==> config.mk <==
export PLATFORM = sky130hd
export DESIGN_NAME = mem_port_arbiter
export DESIGN_NICKNAME = d
export VERILOG_FILES = /design/src/rtl/mem_port_arbiter.sv
export SDC_FILE = /design/constraint.sdc
export NUM_CORES = 1
export LEC_CHECK = 0
export CORE_MARGIN = 4
export CORE_UTILIZATION = 41
export DETAILED_ROUTE_END_ITERATION = 8
export PLACE_DENSITY = 0.8
export SLEW_MARGIN = 0
export SYNTH_ARGS = -nofsm -noshare
export SYNTH_HDL_FRONTEND = slang
export SYNTH_SLANG_ARGS = --single-unit
==> constraint.sdc <==
create_clock -name clock -period 1.8 [get_ports clock]
set_input_delay 0.36 -clock clock [delete_from_list [all_inputs] [get_ports clock]]
set_output_delay 0.36 -clock clock [all_outputs]
set_load 0.005 [all_outputs]
==> src/rtl/mem_port_arbiter.sv <==
// Arbitrates one single-ported unified memory between instruction fetch (IF) and load/store (MEM).
// Each access runs IDLE -> BUSY (MEM_LAT cycles) -> RESP (one-cycle ready pulse) -> IDLE.
module mem_port_arbiter #(
    parameter int ADDR_W     = 32,
    parameter int DATA_W     = 32,
    parameter int MEM_LAT    = 2,
    parameter int STARVE_MAX = 4
) (
    input  logic              clock,
    input  logic              reset,
    input  logic              if_req,
    input  logic [ADDR_W-1:0] if_addr,
    input  logic              flush_if,
    output logic [DATA_W-1:0] if_rdata,
    output logic              if_ready,
    input  logic              dm_req,
    input  logic              dm_we,
    input  logic [ADDR_W-1:0] dm_addr,
    input  logic [DATA_W-1:0] dm_wdata,
    output logic [DATA_W-1:0] dm_rdata,
    output logic              dm_ready,
    output logic              mem_en,
    output logic              mem_we,
    output logic [ADDR_W-1:0] mem_addr,
    output logic [DATA_W-1:0] mem_wdata,
    input  logic [DATA_W-1:0] mem_rdata,
    output logic              stall_if,
    output logic              stall_mem
);

    localparam int CNT_W    = (MEM_LAT > 1) ? $clog2(MEM_LAT) : 1;
    localparam int STREAK_W = $clog2(STARVE_MAX + 1);

    typedef enum logic [1:0] {IDLE, BUSY, RESP} state_t;
    typedef enum logic {OWN_IF, OWN_MEM} owner_t;

    state_t              state, state_nxt;
    owner_t              owner;
    logic                we_q;
    logic                flush_q;
    logic [CNT_W-1:0]    cnt;
    logic [STREAK_W-1:0] streak;
    logic                grant_if, grant_mem;
    logic                starved;
    logic                if_drop;

    // IF wins a tie only once MEM has been granted STARVE_MAX times in a row while IF waited.
    assign starved = (streak == STREAK_W'(STARVE_MAX));

    always_comb begin
        // NOTE: every combinational output gets a default first so no path leaves it unassigned (no latch).
        grant_if  = 1'b0;
        grant_mem = 1'b0;
        if (state == IDLE) begin
            if (dm_req && !(if_req && starved)) begin
                grant_mem = 1'b1;
            end else if (if_req) begin
                grant_if = 1'b1;
            end
        end
    end

    // A redirected fetch still completes on the memory but its response is dropped.
    assign if_drop = (owner == OWN_IF) && (flush_q || flush_if);

    always_comb begin
        state_nxt = state;
        unique case (state)
            IDLE:    if (grant_if || grant_mem) state_nxt = BUSY;
            BUSY:    if (cnt == '0) state_nxt = if_drop ? IDLE : RESP;
            RESP:    state_nxt = IDLE;
            default: state_nxt = IDLE;
        endcase
    end

    always_ff @(posedge clock or negedge reset) begin
        // NOTE: clocked state is written with <= so every register samples pre-edge values.
        if (!reset) begin
            state <= IDLE;
        end else begin
            state <= state_nxt;
        end
    end

    always_ff @(posedge clock or negedge reset) begin
        // NOTE: the read-data registers are plain flops, so they are reset along with the control state.
        if (!reset) begin
            owner     <= OWN_IF;
            we_q      <= 1'b0;
            flush_q   <= 1'b0;
            cnt       <= '0;
            streak    <= '0;
            mem_addr  <= '0;
            mem_wdata <= '0;
            if_rdata  <= '0;
            dm_rdata  <= '0;
        end else begin
            if (grant_mem) begin
                owner     <= OWN_MEM;
                we_q      <= dm_we;
                flush_q   <= 1'b0;
                cnt       <= CNT_W'(MEM_LAT - 1);
                mem_addr  <= dm_addr;
                mem_wdata <= dm_wdata;
                if (!if_req) begin
                    streak <= '0;
                end else if (!starved) begin
                    streak <= streak + 1'b1;
                end
            end else if (grant_if) begin
                owner    <= OWN_IF;
                we_q     <= 1'b0;
                flush_q  <= 1'b0;
                cnt      <= CNT_W'(MEM_LAT - 1);
                mem_addr <= if_addr;
                streak   <= '0;
            end

            if (state == BUSY) begin
                if (cnt != '0) begin
                    cnt <= cnt - 1'b1;
                end
                if (owner == OWN_IF && flush_if) begin
                    flush_q <= 1'b1;
                end
                // mem_rdata is valid only in the last enabled cycle; stores leave dm_rdata alone.
                if (cnt == '0) begin
                    if (owner == OWN_MEM) begin
                        if (!we_q) dm_rdata <= mem_rdata;
                    end else if (!if_drop) begin
                        if_rdata <= mem_rdata;
                    end
                end
            end
        end
    end

    assign mem_en    = (state == BUSY);
    assign mem_we    = mem_en && (owner == OWN_MEM) && we_q;
    assign if_ready  = (state == RESP) && (owner == OWN_IF) && !flush_if;
    assign dm_ready  = (state == RESP) && (owner == OWN_MEM);
    assign stall_if  = if_req && !if_ready;
    assign stall_mem = dm_req && !dm_ready;

endmodule

-- After elaboration in Yosys (flattened, before gate mapping)
Cells that the tools add are included.
- bits in registers: 137
- bits of input ports: 134
- word-level logic and storage cells: 71
- $add $sub $neg: 2
- equal/unequal tests: 6
- mux-type cells: 26
- bitwise gates (word level): 4
- reduce and logical (&&, ||, !) cells: 23
- operator list (cell ; count):
    two-way mux 32 bit ; 2
    two-way mux 1 bit ; 16
    two-way mux 3 bit ; 4
    logical AND 1 bit ; 11
    AND reduction 4 bit ; 2
    two-way mux 2 bit ; 3
    logical NOT 1 bit ; 4
    inverter 1 bit ; 4
    one-hot mux 2 bit (2 select lines) ; 1
    AND reduction 2 bit ; 2
    adder 3 x 1 -> 3 bit (second input constant) ; 1
    == test 3 bit (second input constant) ; 1
    != test 3 bit (second input constant) ; 1
    == test 2 x 1 -> 1 bit (second input constant) ; 1
    == test 2 bit (second input constant) ; 1
    logical NOT 2 bit ; 1
    logical OR 1 bit ; 2
    != test 2 x 1 -> 1 bit (second input constant) ; 1
    != test 2 bit (second input constant) ; 1
    nonzero test 2 bit ; 1
    subtractor 1 bit (second input constant) ; 1

-- Depth between registers and ports, before layout
- word-level depth: 10
- depth in mapped cells: 7

-- Worst setup path after synthesis
Ideal clock, no wire load.
- path kind: flip-flop to flip-flop
- from: register streak[0]
- to: register mem_wdata[15]
- setup time: 0.125 ns
- data arrival time: 1.455 ns
- slack: 0.220 ns
- cell stages (with the launch flop): 8
- buffers on the path: 2
- clock period less this slack: 1.580 ns
- path through: dfrtp_1 > inv_1 > ha_1 > nand3_1 > and3_1 > buf_4 > buf_6 > mux2_2
- word-level cells in the longest chain between the ends: 6
- RTL lines (what ; line ; text):
    start, declared ; 42 ; logic [STREAK_W-1:0] streak;
    start signal, assigned ; 108 ; streak <= streak + 1'b1;
    == test 3 bit ; 48 ; assign starved = (streak == STREAK_W'(STARVE_MAX));
    logical AND 1 bit ; 55 ; if (dm_req && !(if_req && starved)) begin
    logical NOT 1 bit ; 55 ;
    logical AND 1 bit ; 55 ;
    two-way mux 1 bit ; 55 ;
    two-way mux 1 bit ; 54 ; if (state == IDLE) begin
    end signal, assigned ; 104 ; mem_wdata <= dm_wdata;
    end, declared ; 25 ; output logic [DATA_W-1:0] mem_wdata,
No other way between the ends.
A chain may end at the register's enable or synchronous reset.

-- Worst setup path after layout
- from: register state[0]
- to: register dm_rdata[27]
- word-level cells in the longest chain between the ends: 2
- RTL lines (what ; line ; text):
    start, declared ; 37 ; state_t state, state_nxt;
    start signal, assigned ; 81 ; state <= state_nxt;
    == test 2 x 1 -> 1 bit ; 119 ; if (state == BUSY) begin
    AND reduction 4 bit (no line) ; n/a ;
    end signal, assigned ; 129 ; if (!we_q) dm_rdata <= mem_rdata;
    end, declared ; 20 ; output logic [DATA_W-1:0] dm_rdata,
No other way between the ends.

==> impl_metrics.env <==
export IMPL_drt_vias_per_instance=5.32
export IMPL_synth_fp_nets=570
export IMPL_cts_inserted_buffers=17
export IMPL_critical_path_class="reg2reg"
export IMPL_drive_gt1_frac=0.247
export IMPL_status="finished, violations left"
export IMPL_dieHeight_um=126
export IMPL_tightest_slew_ns=0.483
export IMPL_portBuffers=267
export IMPL_synth_area_leaders="dfrtp_1 (60%), mux2_2 (17%), o2111ai_1 (4.9%)"
export IMPL_clk_pin_slew_ns=0.06
export IMPL_finalSetupViolations=53
export IMPL_hold_class="in2reg"
export IMPL_cp_start_kind="flip-flop"
export IMPL_period_share=1.05
export IMPL_yosys_top_cells_count="dfrtp_1 (137), mux2_2 (87), inv_1 (37), o21ai_0 (33)"
export IMPL_routed_wl_mm=18.7
export IMPL_slowest_stage="dfrtp_2"
export IMPL_crit_start="state[0]$_DFFE_PN0P_"
export IMPL_yosys_warnings=0
export IMPL_synth_avg_cell_area_um2=13.2
export IMPL_vias=4882
export IMPL_antenna_found_initial=0
export IMPL_htree_levels=4
export IMPL_path_cells="buf_6, buf_6, nor3b_4, nand3b_1, clkbuf_16, mux2_4"
export IMPL_core_mm2=0.0135
export IMPL_cp_required_ns=2.09
export IMPL_finalWeightedCongestion=0.791
export IMPL_cts_sinks=137
export IMPL_drv_slew=0
export IMPL_grt_max_degree=48
export IMPL_power_density_mw_per_mm2=1730
export IMPL_maxCapViolCount=0
export IMPL_synthArstFlopShare=1.00
export IMPL_die_w_um=126
export IMPL_yosys_area_top_type="dfrtp_1"
export IMPL_failed_checks="setup timing"
export IMPL_ys_flop_type="dfrtp_1"
export IMPL_rsz0062_at_grt="true"
export IMPL_p_leak_nw=4.33
export IMPL_syn_to_final_growth_pct=72.0
export IMPL_finalClockSkew_ns=0.00446
export IMPL_crit_reg2reg_launch="state[0]$_DFFE_PN0P_"
export IMPL_cts_tree="done"
export IMPL_final_util=0.732
export IMPL_p_total_w=0.0170
export IMPL_drc=0
export IMPL_antennaDiodeCount=0
export IMPL_clkLatencyLatePin_ns=0.41
export IMPL_rows=42
export IMPL_peakVddDrop_v=0.000753
export IMPL_crit_path_frequent_cell="buf_6"
export IMPL_cp_end_kind="flip-flop"
export IMPL_synth_top_area_share=0.599
export IMPL_cts_root_buf="clkbuf_16"
export IMPL_initial_core_util=0.426
export IMPL_synth_edff_count=0
export IMPL_min_period_ns=1.89
export IMPL_max_slew_margin_rel=0.678
export IMPL_ys_seq_elements=137
export IMPL_synthCells=434
export IMPL_fmax_mhz=530
export IMPL_yosysUniqueCellTypes=33
export IMPL_hold_start="flush_if"
export IMPL_routedWlPerCell_um=20.4
export IMPL_io_pins=268
export IMPL_hold_viol_final=0
export IMPL_worst_slack_ns=-0.0860
export IMPL_drtPass1Iterations=5
export IMPL_syn_area_mm2=0.00573
export IMPL_grt_ovfl_total=0
export IMPL_cpPeakStageDelay_ns=0.41
export IMPL_cp_arrival_ns=2.18
export IMPL_track_usage=0.212
export IMPL_crit_fanout=8
export IMPL_nets=866
export IMPL_die_area_mm2=0.0159
export IMPL_dp_hpwl_mm=12.6
export IMPL_ant_nets=0
export IMPL_yosysSeqAreaShare=0.599
export IMPL_dr_first_iter_drc_count=290
export IMPL_grt_pass1_wl_mm=27.0
export IMPL_yosysMostFrequentCell="dfrtp_1"
export IMPL_grt_pass1_vias=5062
export IMPL_cts_buffer_depth=2
==> registers in the layout, summed over array words and instances, names as in the netlist <==
signal     count
we_q           1
mem_wdata     32
owner          1
if_rdata      32
state          2
cnt            1
flush_q        1
mem_addr      32
dm_rdata      32
streak         3
==> layout make-up <==
cell class | instances | area, µm²
fillers | 896 | 3600
flip-flops and latches | 137 | 3430
repair buffers | 310 | 3190
multi-input cells | 227 | 2280
clock buffers | 21 | 470
well taps | 176 | 220
inverters | 37 | 139
clock inverters | 10 | 119
==> logic make-up after synthesis <==
| logic type | Yosys count | synth area share |
|---|---|---|
| AO/OA/AOI/OAI | 106 | 0.133 |
| adder cells (fa/ha/maj) | 2 | 0.00437 |
| buffers and inverters | 70 | 0.0518 |
| flip-flops | 137 | 0.599 |
| multiplexers | 97 | 0.191 |
| AND/OR/NAND/NOR | 22 | 0.0219 |
==> critical path, delay by kind of cell (launching register included) <==
kind	cells	cell delay, ns
mux	1	0.30
buf+inv	3	0.52
flops	1	0.41
simple gates	2	0.54
==> path summary, 6_finish.rpt <==
| kind | endpoint | slack, ns | cells past startpoint |
|---|---|---|---|
| max in group asynchronous | mem_addr[25]$_DFFE_PN0P_ | 0.73 | 3 |
| setup reg to reg | dm_rdata[27]$_DFFE_PN0P_ | -0.09 | 6 |
| min in group asynchronous | dm_rdata[20]$_DFFE_PN0P_ | 0.48 | 2 |
| hold reg to reg | if_rdata[31]$_DFFE_PN0P_ | 0.49 | 1 |
| hold / removal | state[1]$_DFFE_PN0P_ | 0.41 | 3 |
| setup / recovery | dm_rdata[27]$_DFFE_PN0P_ | -0.09 | 6 |
==> power breakdown <==
part / internal [W] / leakage, nW / total (W) / switching, W
Sequential: 0.00464 / 1.65 / 0.00554 / 0.000903
Clock: 0.00214 / 0.282 / 0.00345 / 0.00130
Combinational: 0.00524 / 2.40 / 0.00804 / 0.00281
==> metal layers <==
| metal | vias to the layer above | GRT usage | share of wire |
|---|---|---|---|
| met2 | 221 | 0.384 | 0.53 |
| met3 | 29 | 0.0517 | 0.062 |
| met1 | 2449 | 0.238 | 0.38 |
| met4 | 0 | 0.0896 | 0.023 |
| met5 | - | 0 | 0 |
| li1 | 2183 | - | - |
==> layout by cell type, fill, tap and decap left out, types with 5 or more instances in the layout <==
cell and instances:
buf_12 10, o2111ai_1 32, mux2_1 5, buf_2 5
mux2_4 57, inv_1 37, clkdlybuf4s50_1 259, mux2_2 34
o211ai_1 32, buf_4 23, buf_6 7, dfrtp_1 136
clkbuf_16 21, o21ai_0 33
==> stage by stage <==
step | hold WS, ns | cells | instance area (µm²) | TNS, ns | worst slack [ns]
2_1_floorplan | 0.0644 | 434 | 5730 | 0 | 0.220
3_3_place_gp | 0.329 | 869 | 8750 | -9.83 | -0.384
3_5_place_dp | 0.339 | 869 | 8750 | -12.91 | -0.490
4_1_cts | 0.482 | 907 | 9420 | -1.31 | -0.143
5_1_grt | 0.419 | 918 | 9850 | -5.05 | -0.150
6_report | 0.413 | 918 | 9850 | -2.49 | -0.0860
==> repair_timing <==
action,4_1_cts,5_1_grt
endpoints found under the hold margin,41,0
setup endpoints to repair,6,141
gates resized for setup,31,73
hold buffers,1,0
pin swaps,5,6
gates cloned,0,6
buffers inserted,6,6
Power figures use the tool's default switching activity.
==> RTL edit (config.mk and constraints unchanged) <==
Encoding of `state_t`: now one-hot (3 bits for 3 states).
--- a/src/rtl/mem_port_arbiter.sv
+++ b/src/rtl/mem_port_arbiter.sv
@@ -32,5 +32,5 @@
     localparam int STREAK_W = $clog2(STARVE_MAX + 1);
 
-    typedef enum logic [1:0] {IDLE, BUSY, RESP} state_t;
+    typedef enum logic [2:0] {IDLE = 3'b001, BUSY = 3'b010, RESP = 3'b100} state_t;
     typedef enum logic {OWN_IF, OWN_MEM} owner_t;
 
Behaviour: same outputs for any inputs over 4 cycles, from zero or initial values and one cycle with reset low; so few cycles prove little.
==> RTL edit against the unedited design <==
The flow still finishes with violations (negative setup slack). Maximum frequency fell by 3.0%. Sequential cell count rose by 1. Clock skew rose by 0.0025 ns. Total power fell by 8.6%. Hold slack improved by 0.023 ns. Cell area fell by 1.6%. Area after synthesis rose by 0.63%. Worst setup slack got worse by 0.058 ns. Critical path depth did not move. Routed wire length fell by 2.7%. Largest power group unchanged.
==> RTL edit: results (changes against the unedited design) <==
Comb power = 6.80 mW (-15%)
worst clock skew = 0.00692 ns (+0.00245 ns)
layout cells sized above 1 = 26.2% (+1.6 points)
Finish-stage setup viols = 131 (+150%)
fin area = 9690 um^2 (-1.6%)
failing checks = negative setup slack
largest net degree at the start of global routing = 54 (+13%)
Post-synth top cells = dfrtp_1 (137), mux2_2 (94), nand3_1 (35), a31oi_1 (33)
clock-cell share of area = 6.00% (+0.019 points)
Clock transition at path regs = 0.06 ns (about the same)
type of the most critical hold path = input pin to async pin
CP max FO = 16 (+8)
Rows = 43 (+2.4%)
register area = 3460 um^2 (+0.84%)
VDD IR max = 1.14 mV (+52%)
Slew @ Worst Pin = 0.430 ns (-0.0532 ns)
top post-synthesis cells by area = dfrtp_1 (59%), mux2_2 (18%), o31ai_1 (4.2%)
seq pwr = 5.38 mW (-3%)
ys async rst share = 100% (unchanged)
sequential cells = 138 (+0.73%)
first-pass GRT wire length = 28.0 mm (+3.8%)
total CTS buffers = 17 (unchanged)
status = finished with violations
PnR worst setup slack = -0.144 ns (-0.0580 ns)
Syn Nets = 581 (+1.9%)
synthesized netlist cell count = 445 (+2.5%)
register area share after synthesis = 59.9% (+0.079 points)
synth unique cells = 38 (+15%)
# clk buffers = 21 (unchanged)
Place WS = -0.405 ns (+0.0848 ns)
Wirelength per Cell = 19.7 um (-3.7%)
Non-clock buffer share = 32.1% (-0.29 points)
comb_multi_in = 263 (+16%)
Post-synth top flop = dfrtp_1
hpwl dp = 12.6 mm (-0.32%)
setup TNS = -7.02 ns (-4.53 ns)
final non-filler cell total = 927 (+0.98%)
number of non-clock inverters = 6 (-84%)
leakage = 4.09 nW (-5.4%)
initial antenna violation count = 0 (unchanged)
Fillers = 917 (+2.3%)
Placed Instances = 886 (+2.0%)
area of the multi-input gates = 2290 um^2 (+0.55%)
Internal = 10.9 mW (-9.0%)
vias in the first global route = 5316 (+5.0%)
Skew-Pair Late Insertion Delay = 0.41 ns (about the same)
Post-DP Area = 8820 um^2 (+0.71%)
via count = 4955 (+1.5%)
Non-Clock Buffer Count = 308 (-0.65%)
initial drt markers = 272 (-6.2%)
Critical Path AT = 2.24 ns (+0.06 ns)
GRT Util Overall = 22.1% (+0.85 points)
Final GP Congestion = 0.829 (+4.8%)
Nets = 870 (+0.46%)
Clock net power = 3.39 mW (-2%)
## RTL edit: cell types whose count changed after synthesis, moves of 4 or more
cell       delta
o2111ai_1    -32
o211ai_1     -32
buf_2         -4
o31ai_1      +31
mux2_2        +7
o21ai_0      -32
inv_1        -32
clkbuf_1      +9
nand3_1      +33
a31oi_1      +33
a21oi_1      +32
mux2_1        -7
## RTL edit: timing repair
action,4_1_cts,5_1_grt
pin swaps,6,4
setup buffers,4,2
resized for setup,28,44
hold buffers,1,0
cloned,1,1
hold endpoints to repair,31,0
setup endpoints to repair,61,134
## RTL edit: cell families after synthesis
family / count (synthesis) / share of synthesized area [%]
compound gates: 106 / 11.7
fa+ha+maj: 2 / 0.434
buf+inv: 44 / 3.30
flops: 138 / 59.9
mux: 97 / 18.9
simple gates: 58 / 5.71
## RTL edit: critical path, stage by stage, from the launching register on
cell and delay, ns:
dfstp_2 0.52, buf_4 0.11, or3b_4 0.39, nor3_4 0.15, buf_12 0.15, buf_16 0.16, mux2_2 0.34
## RTL edit: worst paths after layout
kind / start / to / slack (ns) / cells after the start
worst min-delay path: reset / if_rdata[24] / 0.44 / 2
worst min register to register: mem_wdata[30] / mem_wdata[30] / 0.49 / 1
min in group clock: mem_wdata[30] / mem_wdata[30] / 0.49 / 1
max in group asynchronous: reset / state[0] / 0.75 / 3
worst max-delay path: state[0] / mem_wdata[16] / -0.14 / 6
worst max register to register: state[0] / mem_wdata[16] / -0.14 / 6
## RTL edit: routing by layer
layer | wire length (um) | GRT usage, % | vias to the layer above
li1 | - | - | 2226
met1 | 6740 | 25.5 | 2444
met2 | 9600 | 38.4 | 245
met3 | 1290 | 6.11 | 40
met4 | 580 | 9.53 | 0
met5 | 0 | 0 | -
